`src/rtl/mem_write_buffer_if.sv`:
```
// rtl/mem_write_buffer_if.sv - CPU memory port and wait-stated bus signals of the write buffer
interface mem_write_buffer_if #(
    parameter int ADDR_W = 16,
    parameter int DATA_W = 16
);
    logic [ADDR_W-1:0] i_mem_addr;
    logic              i_mem_rd;
    logic              i_mem_wr;
    logic [DATA_W-1:0] i_mem_wrdata;
    logic [DATA_W-1:0] o_mem_rddata;
    logic              o_mem_stall;
    logic [ADDR_W-1:0] o_bus_addr;
    logic              o_bus_rd;
    logic              o_bus_wr;
    logic [DATA_W-1:0] o_bus_wrdata;
    logic              i_bus_waitrequest;
    logic [DATA_W-1:0] i_bus_rddata;

    modport slave (
        input  i_mem_addr, i_mem_rd, i_mem_wr, i_mem_wrdata, i_bus_waitrequest, i_bus_rddata,
        output o_mem_rddata, o_mem_stall, o_bus_addr, o_bus_rd, o_bus_wr, o_bus_wrdata
    );

    modport master (
        output i_mem_addr, i_mem_rd, i_mem_wr, i_mem_wrdata, i_bus_waitrequest, i_bus_rddata,
        input  o_mem_rddata, o_mem_stall, o_bus_addr, o_bus_rd, o_bus_wr, o_bus_wrdata
    );
endinterface

```
`src/rtl/mem_write_buffer.sv`:
```
// rtl/mem_write_buffer.sv - posted-write FIFO with youngest-match load forwarding and blocking bus reads
module mem_write_buffer #(
    parameter int DEPTH  = 4,
    parameter int ADDR_W = 16,
    parameter int DATA_W = 16
) (
    input  logic              clk,
    input  logic              reset,
    mem_write_buffer_if.slave mif
);
    localparam int PTR_W = $clog2(DEPTH);
    localparam int CNT_W = PTR_W + 1;

    localparam logic [2:0] S_IDLE    = 3'd0;
    localparam logic [2:0] S_WR      = 3'd1;
    localparam logic [2:0] S_RD_REQ  = 3'd2;
    localparam logic [2:0] S_RD_WAIT = 3'd3;
    localparam logic [2:0] S_RD_DONE = 3'd4;

    logic [2:0]        state_q, state_d;
    logic [CNT_W-1:0]  count_q, count_d;
    logic [PTR_W-1:0]  wr_ptr_q, wr_ptr_d;
    logic [PTR_W-1:0]  rd_ptr_q, rd_ptr_d;
    logic [DATA_W-1:0] rd_data_q, rd_data_d;
    logic [ADDR_W-1:0] addr_q [DEPTH];
    logic [DATA_W-1:0] data_q [DEPTH];

    logic              hit;
    logic [DATA_W-1:0] hit_data;
    logic              rd_req, full, miss, push, pop;

    // Scan oldest to youngest so the last match wins; the head stays searchable while on the bus.
    always_comb begin
        logic [PTR_W-1:0] idx;
        hit      = 1'b0;
        hit_data = '0;
        idx      = '0;
        for (int k = 0; k < DEPTH; k++) begin
            idx = rd_ptr_q + PTR_W'(k);
            if (CNT_W'(k) < count_q && addr_q[idx] == mif.i_mem_addr) begin
                hit      = 1'b1;
                hit_data = data_q[idx];
            end
        end
    end

    assign rd_req = mif.i_mem_rd & ~mif.i_mem_wr;
    assign full   = (count_q == CNT_W'(DEPTH));
    assign miss   = rd_req & ~hit;
    assign push   = reset & mif.i_mem_wr & ~full;
    assign pop    = reset & (state_q == S_WR) & ~mif.i_bus_waitrequest;

    always_comb begin
        state_d   = state_q;
        rd_data_d = rd_data_q;
        case (state_q)
            S_IDLE: begin
                if (miss)                     state_d = S_RD_REQ;
                else if (count_q != '0)       state_d = S_WR;
            end
            S_WR:      if (!mif.i_bus_waitrequest) state_d = S_IDLE;
            S_RD_REQ:  if (!mif.i_bus_waitrequest) state_d = S_RD_WAIT;
            S_RD_WAIT: begin
                rd_data_d = mif.i_bus_rddata;
                state_d   = S_RD_DONE;
            end
            S_RD_DONE: state_d = S_IDLE;
            default:   state_d = S_IDLE;
        endcase
    end

    assign count_d  = count_q + CNT_W'(push) - CNT_W'(pop);
    assign wr_ptr_d = push ? wr_ptr_q + PTR_W'(1) : wr_ptr_q;
    assign rd_ptr_d = pop  ? rd_ptr_q + PTR_W'(1) : rd_ptr_q;

    always_ff @(posedge clk) begin
        if (!reset) begin
            state_q   <= S_IDLE;
            count_q   <= '0;
            wr_ptr_q  <= '0;
            rd_ptr_q  <= '0;
            rd_data_q <= '0;
        end else begin
            state_q   <= state_d;
            count_q   <= count_d;
            wr_ptr_q  <= wr_ptr_d;
            rd_ptr_q  <= rd_ptr_d;
            rd_data_q <= rd_data_d;
        end
    end

    always_ff @(posedge clk) begin
        if (push) begin
            addr_q[wr_ptr_q] <= mif.i_mem_addr;
            data_q[wr_ptr_q] <= mif.i_mem_wrdata;
        end
    end

    // A full buffer stalls writes even in a cycle that pops; misses stall until RD_DONE.
    always_comb begin
        mif.o_mem_stall  = 1'b0;
        mif.o_mem_rddata = hit ? hit_data : rd_data_q;
        mif.o_bus_rd     = 1'b0;
        mif.o_bus_wr     = 1'b0;
        mif.o_bus_addr   = '0;
        mif.o_bus_wrdata = '0;
        if (mif.i_mem_wr)                       mif.o_mem_stall = full;
        else if (miss && state_q != S_RD_DONE)  mif.o_mem_stall = 1'b1;
        if (state_q == S_WR) begin
            mif.o_bus_wr     = 1'b1;
            mif.o_bus_addr   = addr_q[rd_ptr_q];
            mif.o_bus_wrdata = data_q[rd_ptr_q];
        end else if (state_q == S_RD_REQ) begin
            mif.o_bus_rd   = 1'b1;
            mif.o_bus_addr = mif.i_mem_addr;
        end
        if (!reset) begin
            mif.o_mem_stall  = 1'b0;
            mif.o_mem_rddata = '0;
            mif.o_bus_rd     = 1'b0;
            mif.o_bus_wr     = 1'b0;
            mif.o_bus_addr   = '0;
            mif.o_bus_wrdata = '0;
        end
    end
endmodule

```
`src/flat_wrapper.sv`:
```
// flat-port wrapper written by rule: the top's interface ports become plain ports
module mem_write_buffer_flat 
#(
    parameter int DEPTH  = 4,
    parameter int ADDR_W = 16,
    parameter int DATA_W = 16
)
  (clk, reset, mif_i_mem_addr, mif_i_mem_rd, mif_i_mem_wr, mif_i_mem_wrdata, mif_i_bus_waitrequest, mif_i_bus_rddata, mif_o_mem_rddata, mif_o_mem_stall, mif_o_bus_addr, mif_o_bus_rd, mif_o_bus_wr, mif_o_bus_wrdata);
  mem_write_buffer_if #(.ADDR_W(ADDR_W), .DATA_W(DATA_W)) mif_i ();
  input  logic clk;
  input  logic reset;
  input wire logic [$bits(mif_i.i_mem_addr)-1:0] mif_i_mem_addr;
  input wire logic [$bits(mif_i.i_mem_rd)-1:0] mif_i_mem_rd;
  input wire logic [$bits(mif_i.i_mem_wr)-1:0] mif_i_mem_wr;
  input wire logic [$bits(mif_i.i_mem_wrdata)-1:0] mif_i_mem_wrdata;
  input wire logic [$bits(mif_i.i_bus_waitrequest)-1:0] mif_i_bus_waitrequest;
  input wire logic [$bits(mif_i.i_bus_rddata)-1:0] mif_i_bus_rddata;
  output wire logic [$bits(mif_i.o_mem_rddata)-1:0] mif_o_mem_rddata;
  output wire logic [$bits(mif_i.o_mem_stall)-1:0] mif_o_mem_stall;
  output wire logic [$bits(mif_i.o_bus_addr)-1:0] mif_o_bus_addr;
  output wire logic [$bits(mif_i.o_bus_rd)-1:0] mif_o_bus_rd;
  output wire logic [$bits(mif_i.o_bus_wr)-1:0] mif_o_bus_wr;
  output wire logic [$bits(mif_i.o_bus_wrdata)-1:0] mif_o_bus_wrdata;
  assign mif_i.i_mem_addr = mif_i_mem_addr;
  assign mif_i.i_mem_rd = mif_i_mem_rd;
  assign mif_i.i_mem_wr = mif_i_mem_wr;
  assign mif_i.i_mem_wrdata = mif_i_mem_wrdata;
  assign mif_i.i_bus_waitrequest = mif_i_bus_waitrequest;
  assign mif_i.i_bus_rddata = mif_i_bus_rddata;
  assign mif_o_mem_rddata = mif_i.o_mem_rddata;
  assign mif_o_mem_stall = mif_i.o_mem_stall;
  assign mif_o_bus_addr = mif_i.o_bus_addr;
  assign mif_o_bus_rd = mif_i.o_bus_rd;
  assign mif_o_bus_wr = mif_i.o_bus_wr;
  assign mif_o_bus_wrdata = mif_i.o_bus_wrdata;
  mem_write_buffer #(.DEPTH(DEPTH), .ADDR_W(ADDR_W), .DATA_W(DATA_W)) u_core (.clk(clk), .reset(reset), .mif(mif_i));
endmodule
```
`config.mk`:
```
export PLATFORM = sky130hd
export DESIGN_NAME = mem_write_buffer_flat
export DESIGN_NICKNAME = d
export VERILOG_FILES = /design/src/rtl/mem_write_buffer_if.sv /design/src/rtl/mem_write_buffer.sv /design/src/flat_wrapper.sv
export SDC_FILE = /design/constraint.sdc
export NUM_CORES = 1
export LEC_CHECK = 0
export CORE_UTILIZATION = 40
export CTS_BUF_LIST = sky130_fd_sc_hd__clkbuf_16
export DETAILED_ROUTE_END_ITERATION = 8
export GPL_TIMING_DRIVEN = 0
export SETUP_SLACK_MARGIN = 0.4
export SYNTH_ARGS = -nofsm -noshare
export SYNTH_HDL_FRONTEND = slang
export SYNTH_SLANG_ARGS = --single-unit
export TNS_END_PERCENT = 30
```
`constraint.sdc`:
```
create_clock -name clk -period 5.7 [get_ports clk]
set_clock_uncertainty 0.05 [all_clocks]
set_input_delay 1.14 -clock clk [delete_from_list [all_inputs] [get_ports clk]]
set_output_delay 1.14 -clock clk [all_outputs]
set_load 0.02 [all_outputs]
```
After elaboration in Yosys (flattened, before gate mapping)
Memory sizes are Yosys's and may differ from the RTL's. A register that Yosys moved wholly into a read port is not among the register bits.
Cells that the tools add are included.
{"block": "op_classes", "n_mux": 34, "n_lt_le_gt_ge": 4, "reduce_logical": 8, "bitwise": 10, "n_eq_ne": 12, "add_sub_neg": 6}
{"cell": "$mux W16", "n": 11}
{"cell": "$eq A16 B16 Y1", "n": 4}
{"cell": "$mux W1", "n": 14}
{"cell": "$mux W3", "n": 4}
{"cell": "$pmux W3 S4", "n": 1}
{"cell": "$mux W2", "n": 4}
{"cell": "$and A1 B1 Y1", "n": 6}
{"cell": "$eq A3 B2 Y1 const B", "n": 2}
{"cell": "$lt A1 B3 Y1 const A", "n": 2}
{"cell": "$lt A2 B3 Y1 const A", "n": 2}
{"cell": "$logic_and A1 B1 Y1", "n": 5}
{"cell": "$add A2 B1 Y2 const B", "n": 2}
{"cell": "$add A2 B2 Y2 const B", "n": 2}
{"cell": "$ne A2 B2 Y1 const B", "n": 2}
{"cell": "$not A1 Y1", "n": 4}
{"cell": "$add A3 B1 Y3", "n": 1}
{"cell": "$eq A3 B1 Y1 const B", "n": 1}
{"cell": "$eq A3 B3 Y1 const B", "n": 1}
{"cell": "$logic_not A3 Y1", "n": 1}
{"cell": "$ne A3 B1 Y1 const B", "n": 1}
{"cell": "$ne A3 B3 Y1 const B", "n": 1}
{"cell": "$reduce_and A3 Y1", "n": 1}
{"cell": "$reduce_bool A3 Y1", "n": 1}
{"cell": "$sub A3 B1 Y3", "n": 1}
{"block": "totals", "ram_bits": 128, "memories": 2, "inputBits": 53, "wordCells": 81, "reg_bits": 26, "out_inout_bits": 51}
{"memory": "u_core.addr_q", "depth": 4, "width": 16, "read_ports": 4, "rd_ports_with_merged_regs": 1, "write_ports": 1, "line_no": "mem_write_buffer.sv:25", "source": "logic [ADDR_W-1:0] addr_q [DEPTH];"}
{"memory": "u_core.data_q", "depth": 4, "width": 16, "read_ports": 4, "rd_ports_with_merged_regs": 1, "write_ports": 1, "line_no": "mem_write_buffer.sv:26", "source": "logic [DATA_W-1:0] data_q [DEPTH];"}

Longest topological paths before layout
Gate-level depths: netlist (run 1).
An unclocked memory read counts as a cell.
{"block": "depth", "depth_word": 13, "ltp_mapped": 15, "ltp_nobuf": 11}

Least setup slack after synthesis (run 1)
Ideal clock, no wire load.
{"block": "synth_timing", "kind": "input to output", "startpoint": "input port mif_i_mem_addr[1]", "endpoint": "output port mif_o_mem_rddata[15]", "path_buffers": 3, "stages": 9, "setup_slack_ps": 1215, "arrival_time_ps": 3295, "required_time_ps": 4510, "path_cell_list": "buf_1 xnor2_1 or4_4 a2111oi_4 and2_1 buf_4 buf_6 a41oi_1 a21oi_1"}
{"block": "synth_between", "elab_chain_len": 8, "word_cells_on_any_way": 18, "cone_classes": "eq/ne: 4; mux: 10; reduce/logical: 4"}
{"element": "start: declaration", "line_no": "flat_wrapper.sv:12", "source": "input wire logic [$bits(mif_i.i_mem_addr)-1:0] mif_i_mem_addr;"}
{"element": "$eq A16 B16 Y1", "line_no": "mem_write_buffer.sv:40", "source": "if (CNT_W'(k) < count_q && addr_q[idx] == mif.i_mem_addr) begin"}
{"element": "$logic_and A1 B1 Y1", "line_no": "mem_write_buffer.sv:40"}
{"element": "$mux W16 / $mux W1 (equally long branches) (4 in series)", "line_no": "mem_write_buffer.sv:40"}
{"element": "$mux W16 *", "line_no": "mem_write_buffer.sv:102", "source": "mif.o_mem_rddata = hit ? hit_data : rd_data_q;"}
{"element": "$mux W16 *", "line_no": "mem_write_buffer.sv:117", "source": "if (!reset) begin"}
{"element": "end: declaration", "line_no": "flat_wrapper.sv:18", "source": "output wire logic [$bits(mif_i.o_mem_rddata)-1:0] mif_o_mem_rddata;"}
Every way passes the cells marked *; elsewhere a longest branch is shown, timed or not.

Worst setup path in the final report (run 1)
{"block": "layout_timing", "startpoint": "input port mif_i_mem_addr[13]", "endpoint": "output port mif_o_mem_rddata[2]"}
The elaborated chain is that of the path after synthesis.

==> flow_metrics.env, run 1 <==
export IMPL_outcome="complete, no violations"
export IMPL_critPathArrivalTime_ns=4.14
export IMPL_detailedRoute_firstIterationViolations=677
export IMPL_met3WireLength_um=1977
export IMPL_yosys_warnings=0
export IMPL_power_frac_clock_pct=31.7
export IMPL_dr_wl_cell_um=24.14
export IMPL_synthFlopType="sky130_fd_sc_hd__edfxtp_1"
export IMPL_power_share_switching_pct=31.60
export IMPL_finish_cell_count_without_fillers=1221
export IMPL_part_of_the_total_power_dissipated_in_sequential_elements_pct=39.9
export IMPL_final_period_minus_worst_setup_slack_ns=5.334
export IMPL_clock_path_buffers=2
export IMPL_fin_util_pct=50.11
export IMPL_place_hpwl_um=20720
export IMPL_setup_worst_path_start_class="primary input"
export IMPL_globalplace_congestion=0.8764
export IMPL_holdCritStartpoint="u_core.rd_data_q[12]"
export IMPL_critPathKind="primary input to primary output"
export IMPL_p_leak_nw=3.906
export IMPL_worstSetupEndpointType="primary output"
export IMPL_critical_path_slowest_cell="sky130_fd_sc_hd__clkdlybuf4s50_1"
export IMPL_numPlacedInstances=1188
export IMPL_num_vias=7215
export IMPL_synth_seq_area_share_pct=43.82
export IMPL_ys_ff_latch=156
export IMPL_fmaxAchievable_mhz=187.5
export IMPL_multi_input_comb_area_mm2=0.005270
export IMPL_drt_vias_per_instance=5.909
export IMPL_holdBufCountCts=0
export IMPL_crit_chain="clkdlybuf4s50_1 -> clkbuf_1 -> xor2_1 -> nor3_1 -> o2111ai_1 -> or4_1 -> buf_2 -> clkbuf_8 -> a21o_1 -> o22ai_1 -> clkdlybuf4s15_2"
export IMPL_grt_antenna_before_repair=0
export IMPL_final_seq_area_mm2=0.004405
export IMPL_wl_met2_um=13860
export IMPL_unrepaired_setup_endpoints_after_global_routing="true"
export IMPL_async_reset_ff_share_pct=0
export IMPL_clk_latency_ns=0.43
export IMPL_report_final_hold_viol_count=0
export IMPL_rows=57
export IMPL_tritoncts_num_buffers=17
export IMPL_syn_instance_count=757
export IMPL_overall_die_area_mm2=0.02576
export IMPL_worst_hold_path_num_cells=2
export IMPL_grt_start_max_net_pins=25
export IMPL_die_height_um=160.5
export IMPL_cts_root_buffer="sky130_fd_sc_hd__clkbuf_16"
export IMPL_final_fill_count=2139
export IMPL_first_global_vias=7223
export IMPL_initial_util_pct=41.08
export IMPL_timing_critical_path_fanout_max=10
export IMPL_num_nets_final=946
export IMPL_globalRoute_totalOverflow=0
export IMPL_global_route_usage_total_pct=23.32
export IMPL_layout_cells_sized_above_1_pct=25.98
export IMPL_final_max_slew_violation_count=0
export IMPL_vdd_drop_max_mv=0.1893
export IMPL_slew_limit_headroom_pct=34.87
export IMPL_layout_commonest_cell="sky130_fd_sc_hd__edfxtp_1"
export IMPL_worstPathRequired_ns=4.51
export IMPL_maximum_level_of_the_cts_h_tree=4
export IMPL_post_route_period_util_pct=93.59
export IMPL_cell_depth_of_the_worst_flop_to_flop_path=11
export IMPL_post_synthesis_instance_area_mm2=0.01005
export IMPL_timing_hold_worst_class="flop to flop"
export IMPL_setup_viol=0
export IMPL_detail_route_wirelength_um=29480
export IMPL_synthToLayoutAreaGrowth_pct=21.97
export IMPL_reg2reg_from="u_core.rd_ptr_q[1]"
export IMPL_actual_slew_at_the_worst_max_slew_pin_ns=0.9769
export IMPL_r2r_slack_ns=2.35
export IMPL_hold_critical_path_endpoint="u_core.rd_data_q[12]"
export IMPL_dieWidth_um=160.5
export IMPL_numClockSinks=156
export IMPL_postSynthNetCount=819
export IMPL_cts_tree="yes"
export IMPL_power_density_mw_per_mm2=279.5
export IMPL_wl_met1_um=12970
export IMPL_routed_top_layer="met4"
export IMPL_cp_slowest_stage_delay_ns=0.54
export IMPL_share_comb_of_total_power_pct=28.4
export IMPL_rr_endpoint="u_core.state_q[0]"
export IMPL_grt_pass1_wl_um=44100
export IMPL_core_area_mm2=0.02446
export IMPL_synthDistinctLibCells=61
export IMPL_antenna_cells_inserted=0
export IMPL_port_buffers=102
export IMPL_post_detailed_route_count_of_antenna_violating_nets=0
export IMPL_internal_power_mw=2.343
export IMPL_most_common_layout_cells="sky130_fd_sc_hd__edfxtp_1 (128), sky130_fd_sc_hd__mux4_2 (83), sky130_fd_sc_hd__clkdlybuf4s50_1 (82)"
export IMPL_number_of_synthesized_flops_with_an_enable_pin=128
export IMPL_detail_route_drc_violations=0
export IMPL_switching_power_mw=1.083
export IMPL_floorplan_io_pins=104
export IMPL_clk_pin_slew_worst_paths_ns=0.07
export IMPL_max_cap_viols=0
export IMPL_drt_first_pass_iters=5
export IMPL_syn_mean_instance_area_um2=13.28
stage by stage:
step,cell area (um^2),hold slack [ns],setup WS [ns],power [mW],setup TNS [ns]
after floorplan,10050,0.3860,1.215,2.022,0
after global placement,11480,0.3964,-0.5320,2.334,-11.96
after detailed placement,11570,0.3991,-0.5384,2.349,-7.272
after CTS,12260,0.4089,0.3175,3.439,0
after global routing,12260,0.4279,0.2955,3.556,0
final,12260,0.4077,0.3656,3.426,0
power by group through the flow:
stage          registers (mW)  clock network (mW)  logic [mW]
2_1_floorplan            1.37                   0       0.648
3_3_place_gp             1.39                   0       0.943
3_5_place_dp             1.39                   0       0.959
4_1_cts                  1.36                1.10       0.973
5_1_grt                  1.37                1.15        1.03
6_report                 1.37                1.09       0.972
cell usage after synthesis, drive strengths merged (12+ instances only):
cell	instances	area [um^2]
and2	24	150.1
mux2i	53	534.3
a22oi	15	162.7
edfxtp	128	3844
nor2	40	166.4
a22o	15	131.4
xnor2	56	490.5
xor2	12	105.1
a21oi	36	180.2
dfxtp	28	560.5
clkbuf	40	160.1
mux2	17	191.4
buf	31	235.2
o21ai	18	90.09
nand2	55	209.0
a21o	15	112.6
mux4	87	1974
o22ai	14	150.1
registers in the layout, summed over array words and instances (netlist names), named ones only:
signal            cells
u_core.rd_ptr_q       2
u_core.count_q        3
u_core.state_q        3
u_core.rd_data_q     16
u_core.wr_ptr_q       2
u_core.data_q        64
u_core.addr_q        64
repair_timing:
item                                    in CTS  in global routing
pin swaps                                    5                  2
gates resized for setup                     85                 22
endpoints found under the setup margin      36                 18
buffers inserted                             1                  0
routing by layer:
| metal | up-vias | track usage (%) |
|---|---|---|
| met5 | - | 0 |
| li1 | 3200 | - |
| met2 | 298 | 36.52 |
| met1 | 3673 | 32.79 |
| met3 | 44 | 3.900 |
| met4 | 0 | 8.052 |
worst max-delay path: cells and delay by family:
family          cells  cell delay, ns
buf+inv             5            1.55
xor+xnor            1            0.14
compound gates      3            0.56
simple gates        2            0.75
area by class of cell:
cell class,instances,share of cell area (%)
flip-flops and latches,156,35.94
multi-input cells,519,42.99
clock inverters,15,1.072
inverters,11,0.3368
well taps,324,3.307
repair buffers,108,8.880
plain buffers,71,4.001
clock buffers,17,3.470
worst max path at each step:
stage	from	cells after the start	endpoint
finish	mif_i_mem_addr[13]	11	mif_o_mem_rddata[2]
global route	mif_i_mem_addr[15]	12	mif_o_mem_rddata[9]
CTS	mif_i_mem_addr[6]	12	mif_o_mem_rddata[15]
detailed placement	mif_i_mem_addr[15]	11	mif_o_mem_rddata[13]
global placement	mif_i_mem_addr[15]	11	mif_o_mem_rddata[13]
floorplan	mif_i_mem_addr[1]	9	mif_o_mem_rddata[15]
cell families after synthesis:
family,count (synthesis),share of synthesized area (%)
adders and majority gates,9,1.195
and+or+nand+nor,152,7.595
buffers and inverters,82,4.345
muxes,157,26.87
DFF,156,43.82
xor gates and xnor gates,68,5.926
AOI/OAI and AO/OA,133,10.25
(Power assumes the default switching activity.)
==> run 2, diff against run 1 <==
--- a/config.mk
+++ b/config.mk
@@ -9,6 +9,7 @@
 export CTS_BUF_LIST = sky130_fd_sc_hd__clkbuf_16
 export DETAILED_ROUTE_END_ITERATION = 8
 export GPL_TIMING_DRIVEN = 0
+export PLACE_DENSITY = 0.65
 export SETUP_SLACK_MARGIN = 0.4
 export SYNTH_ARGS = -nofsm -noshare
 export SYNTH_HDL_FRONTEND = slang
==> flow_metrics.env, run 2 (synthesized netlist as in run 1, its figures left out) <==
export IMPL_outcome="complete, no violations"
export IMPL_detailedRoute_firstIterationViolations=651
export IMPL_grt_pass1_wl_um=44180
export IMPL_fmaxAchievable_mhz=189.4
export IMPL_worstPathRequired_ns=4.51
export IMPL_place_hpwl_um=20450
export IMPL_globalplace_congestion=0.8906
export IMPL_final_fill_count=2127
export IMPL_p_leak_nw=3.950
export IMPL_die_height_um=160.5
export IMPL_report_final_hold_viol_count=0
export IMPL_most_common_layout_cells="sky130_fd_sc_hd__edfxtp_1 (128), sky130_fd_sc_hd__mux4_2 (83), sky130_fd_sc_hd__clkdlybuf4s50_1 (80)"
export IMPL_tritoncts_num_buffers=17
export IMPL_drt_vias_per_instance=5.960
export IMPL_setup_viol=0
export IMPL_post_detailed_route_count_of_antenna_violating_nets=0
export IMPL_drt_first_pass_iters=5
export IMPL_critPathArrivalTime_ns=4.09
export IMPL_part_of_the_total_power_dissipated_in_sequential_elements_pct=40.0
export IMPL_num_nets_final=947
export IMPL_fin_util_pct=50.04
export IMPL_layout_commonest_cell="sky130_fd_sc_hd__edfxtp_1"
export IMPL_dieWidth_um=160.5
export IMPL_cts_root_buffer="sky130_fd_sc_hd__clkbuf_16"
export IMPL_power_share_switching_pct=30.84
export IMPL_switching_power_mw=1.054
export IMPL_unrepaired_setup_endpoints_after_global_routing="true"
export IMPL_rr_endpoint="u_core.state_q[0]"
export IMPL_final_max_slew_violation_count=0
export IMPL_clk_latency_ns=0.43
export IMPL_reg_largest_list="u_core.addr_q x64, u_core.data_q x64, u_core.rd_data_q x16"
export IMPL_actual_slew_at_the_worst_max_slew_pin_ns=1.002
export IMPL_worst_hold_path_num_cells=2
export IMPL_synthToLayoutAreaGrowth_pct=21.81
export IMPL_num_vias=7289
export IMPL_internal_power_mw=2.363
export IMPL_final_period_minus_worst_setup_slack_ns=5.281
export IMPL_global_route_usage_total_pct=23.14
export IMPL_rows=57
export IMPL_clk_pin_slew_worst_paths_ns=0.07
export IMPL_detail_route_wirelength_um=28850
export IMPL_timing_hold_worst_class="flop to flop"
export IMPL_post_route_period_util_pct=92.65
export IMPL_port_buffers=102
export IMPL_timing_critical_path_fanout_max=10
export IMPL_share_comb_of_total_power_pct=28.2
export IMPL_layout_cells_sized_above_1_pct=26.06
export IMPL_numClockSinks=156
export IMPL_cts_tree="yes"
export IMPL_first_global_vias=7463
export IMPL_worstSetupEndpointType="primary output"
export IMPL_reg2reg_from="u_core.rd_ptr_q[1]"
export IMPL_power_frac_clock_pct=31.8
export IMPL_dr_wl_cell_um=23.59
export IMPL_maximum_level_of_the_cts_h_tree=4
export IMPL_whs_ns=0.4095
export IMPL_grt_antenna_before_repair=1
export IMPL_holdCritStartpoint="u_core.rd_data_q[6]"
export IMPL_setup_worst_path_start_class="primary input"
export IMPL_clock_path_buffers=2
export IMPL_grt_start_max_net_pins=19
export IMPL_core_area_mm2=0.02446
export IMPL_slew_limit_headroom_pct=33.19
export IMPL_vdd_drop_max_mv=0.2099
export IMPL_holdBufCountCts=0
export IMPL_floorplan_io_pins=104
export IMPL_critPathKind="primary input to primary output"
export IMPL_power_density_mw_per_mm2=279.1
export IMPL_detail_route_drc_violations=0
export IMPL_initial_util_pct=41.08
export IMPL_hold_critical_path_endpoint="u_core.rd_data_q[6]"
export IMPL_cell_depth_of_the_worst_flop_to_flop_path=12
export IMPL_r2r_slack_ns=2.44
export IMPL_overall_die_area_mm2=0.02576
export IMPL_max_cap_viols=0
export IMPL_globalRoute_totalOverflow=0
[run 2: through the flow]
step | setup TNS [ns] | power, mW | instance area (um^2) | instances | setup WS [ns]
final | 0 | 3.416 | 12240 | 1223 | 0.4192
after global routing | 0 | 3.545 | 12240 | 1223 | 0.3583
after CTS | 0 | 3.420 | 12200 | 1219 | 0.2894
after detailed placement | -6.589 | 2.341 | 11580 | 1187 | -0.4786
after global placement | -6.353 | 2.322 | 11480 | 1183 | -0.4955
after floorplan | 0 | 2.022 | 10050 | 757 | 1.215
[run 2: cell type report]
class,instances,area [um^2],share of cell area (%)
timing repair buffer,109,1076,8.790
antenna,1,2.502,0.02044
multi-input combinational,519,5263,42.99
tap,324,405.4,3.312
buffer,71,489.2,3.996
sequential,156,4405,35.99
inverter,11,41.29,0.3373
clock buffer,18,450.4,3.679
clock inverter,14,108.9,0.8892
[run 2: what timing repair did]
action,in CTS,in global routing
setup buffers,0,3
setup endpoints to repair,36,35
gates resized for setup,76,44
pin swaps,2,5
cloned,0,0
[run 2: worst max-delay path, cell delays in order]
cell	delay, ns
sky130_fd_sc_hd__clkdlybuf4s50_1	0.47
sky130_fd_sc_hd__clkbuf_2	0.20
sky130_fd_sc_hd__xor2_1	0.19
sky130_fd_sc_hd__or4_1	0.58
sky130_fd_sc_hd__nor4_4	0.38
sky130_fd_sc_hd__nand2_4	0.17
sky130_fd_sc_hd__buf_6	0.21
sky130_fd_sc_hd__mux2i_1	0.13
sky130_fd_sc_hd__a21o_1	0.18
sky130_fd_sc_hd__o22ai_2	0.14
sky130_fd_sc_hd__clkdlybuf4s15_2	0.29
[run 2: power by group through the flow]
stage	Clock, mW	Sequential (mW)	Combinational, mW
3_5_place_dp	0	1.39	0.951
3_3_place_gp	0	1.39	0.932
2_1_floorplan	0	1.37	0.648
4_1_cts	1.10	1.37	0.958
6_report	1.09	1.37	0.963
5_1_grt	1.14	1.38	1.03
[run 2: layer usage]
| layer | part of all wire (%) | global-route usage (%) |
|---|---|---|
| met1 | 42 | 31.70 |
| met3 | 7.1 | 4.029 |
| met2 | 49 | 36.50 |
| met4 | 2.3 | 9.264 |
| met5 | 0 | 0 |
[run 2: worst max path at each step]
stage,start,end,depth (start not counted)
after floorplan,mif_i_mem_addr[1],mif_o_mem_rddata[15],9
after global placement,mif_i_mem_addr[15],mif_o_mem_rddata[7],11
after detailed placement,mif_i_mem_addr[15],mif_o_mem_rddata[7],11
after CTS,reset,mif_o_bus_addr[15],10
after global routing,mif_i_mem_addr[9],mif_o_mem_rddata[5],11
final,mif_i_mem_addr[9],mif_o_mem_rddata[5],11
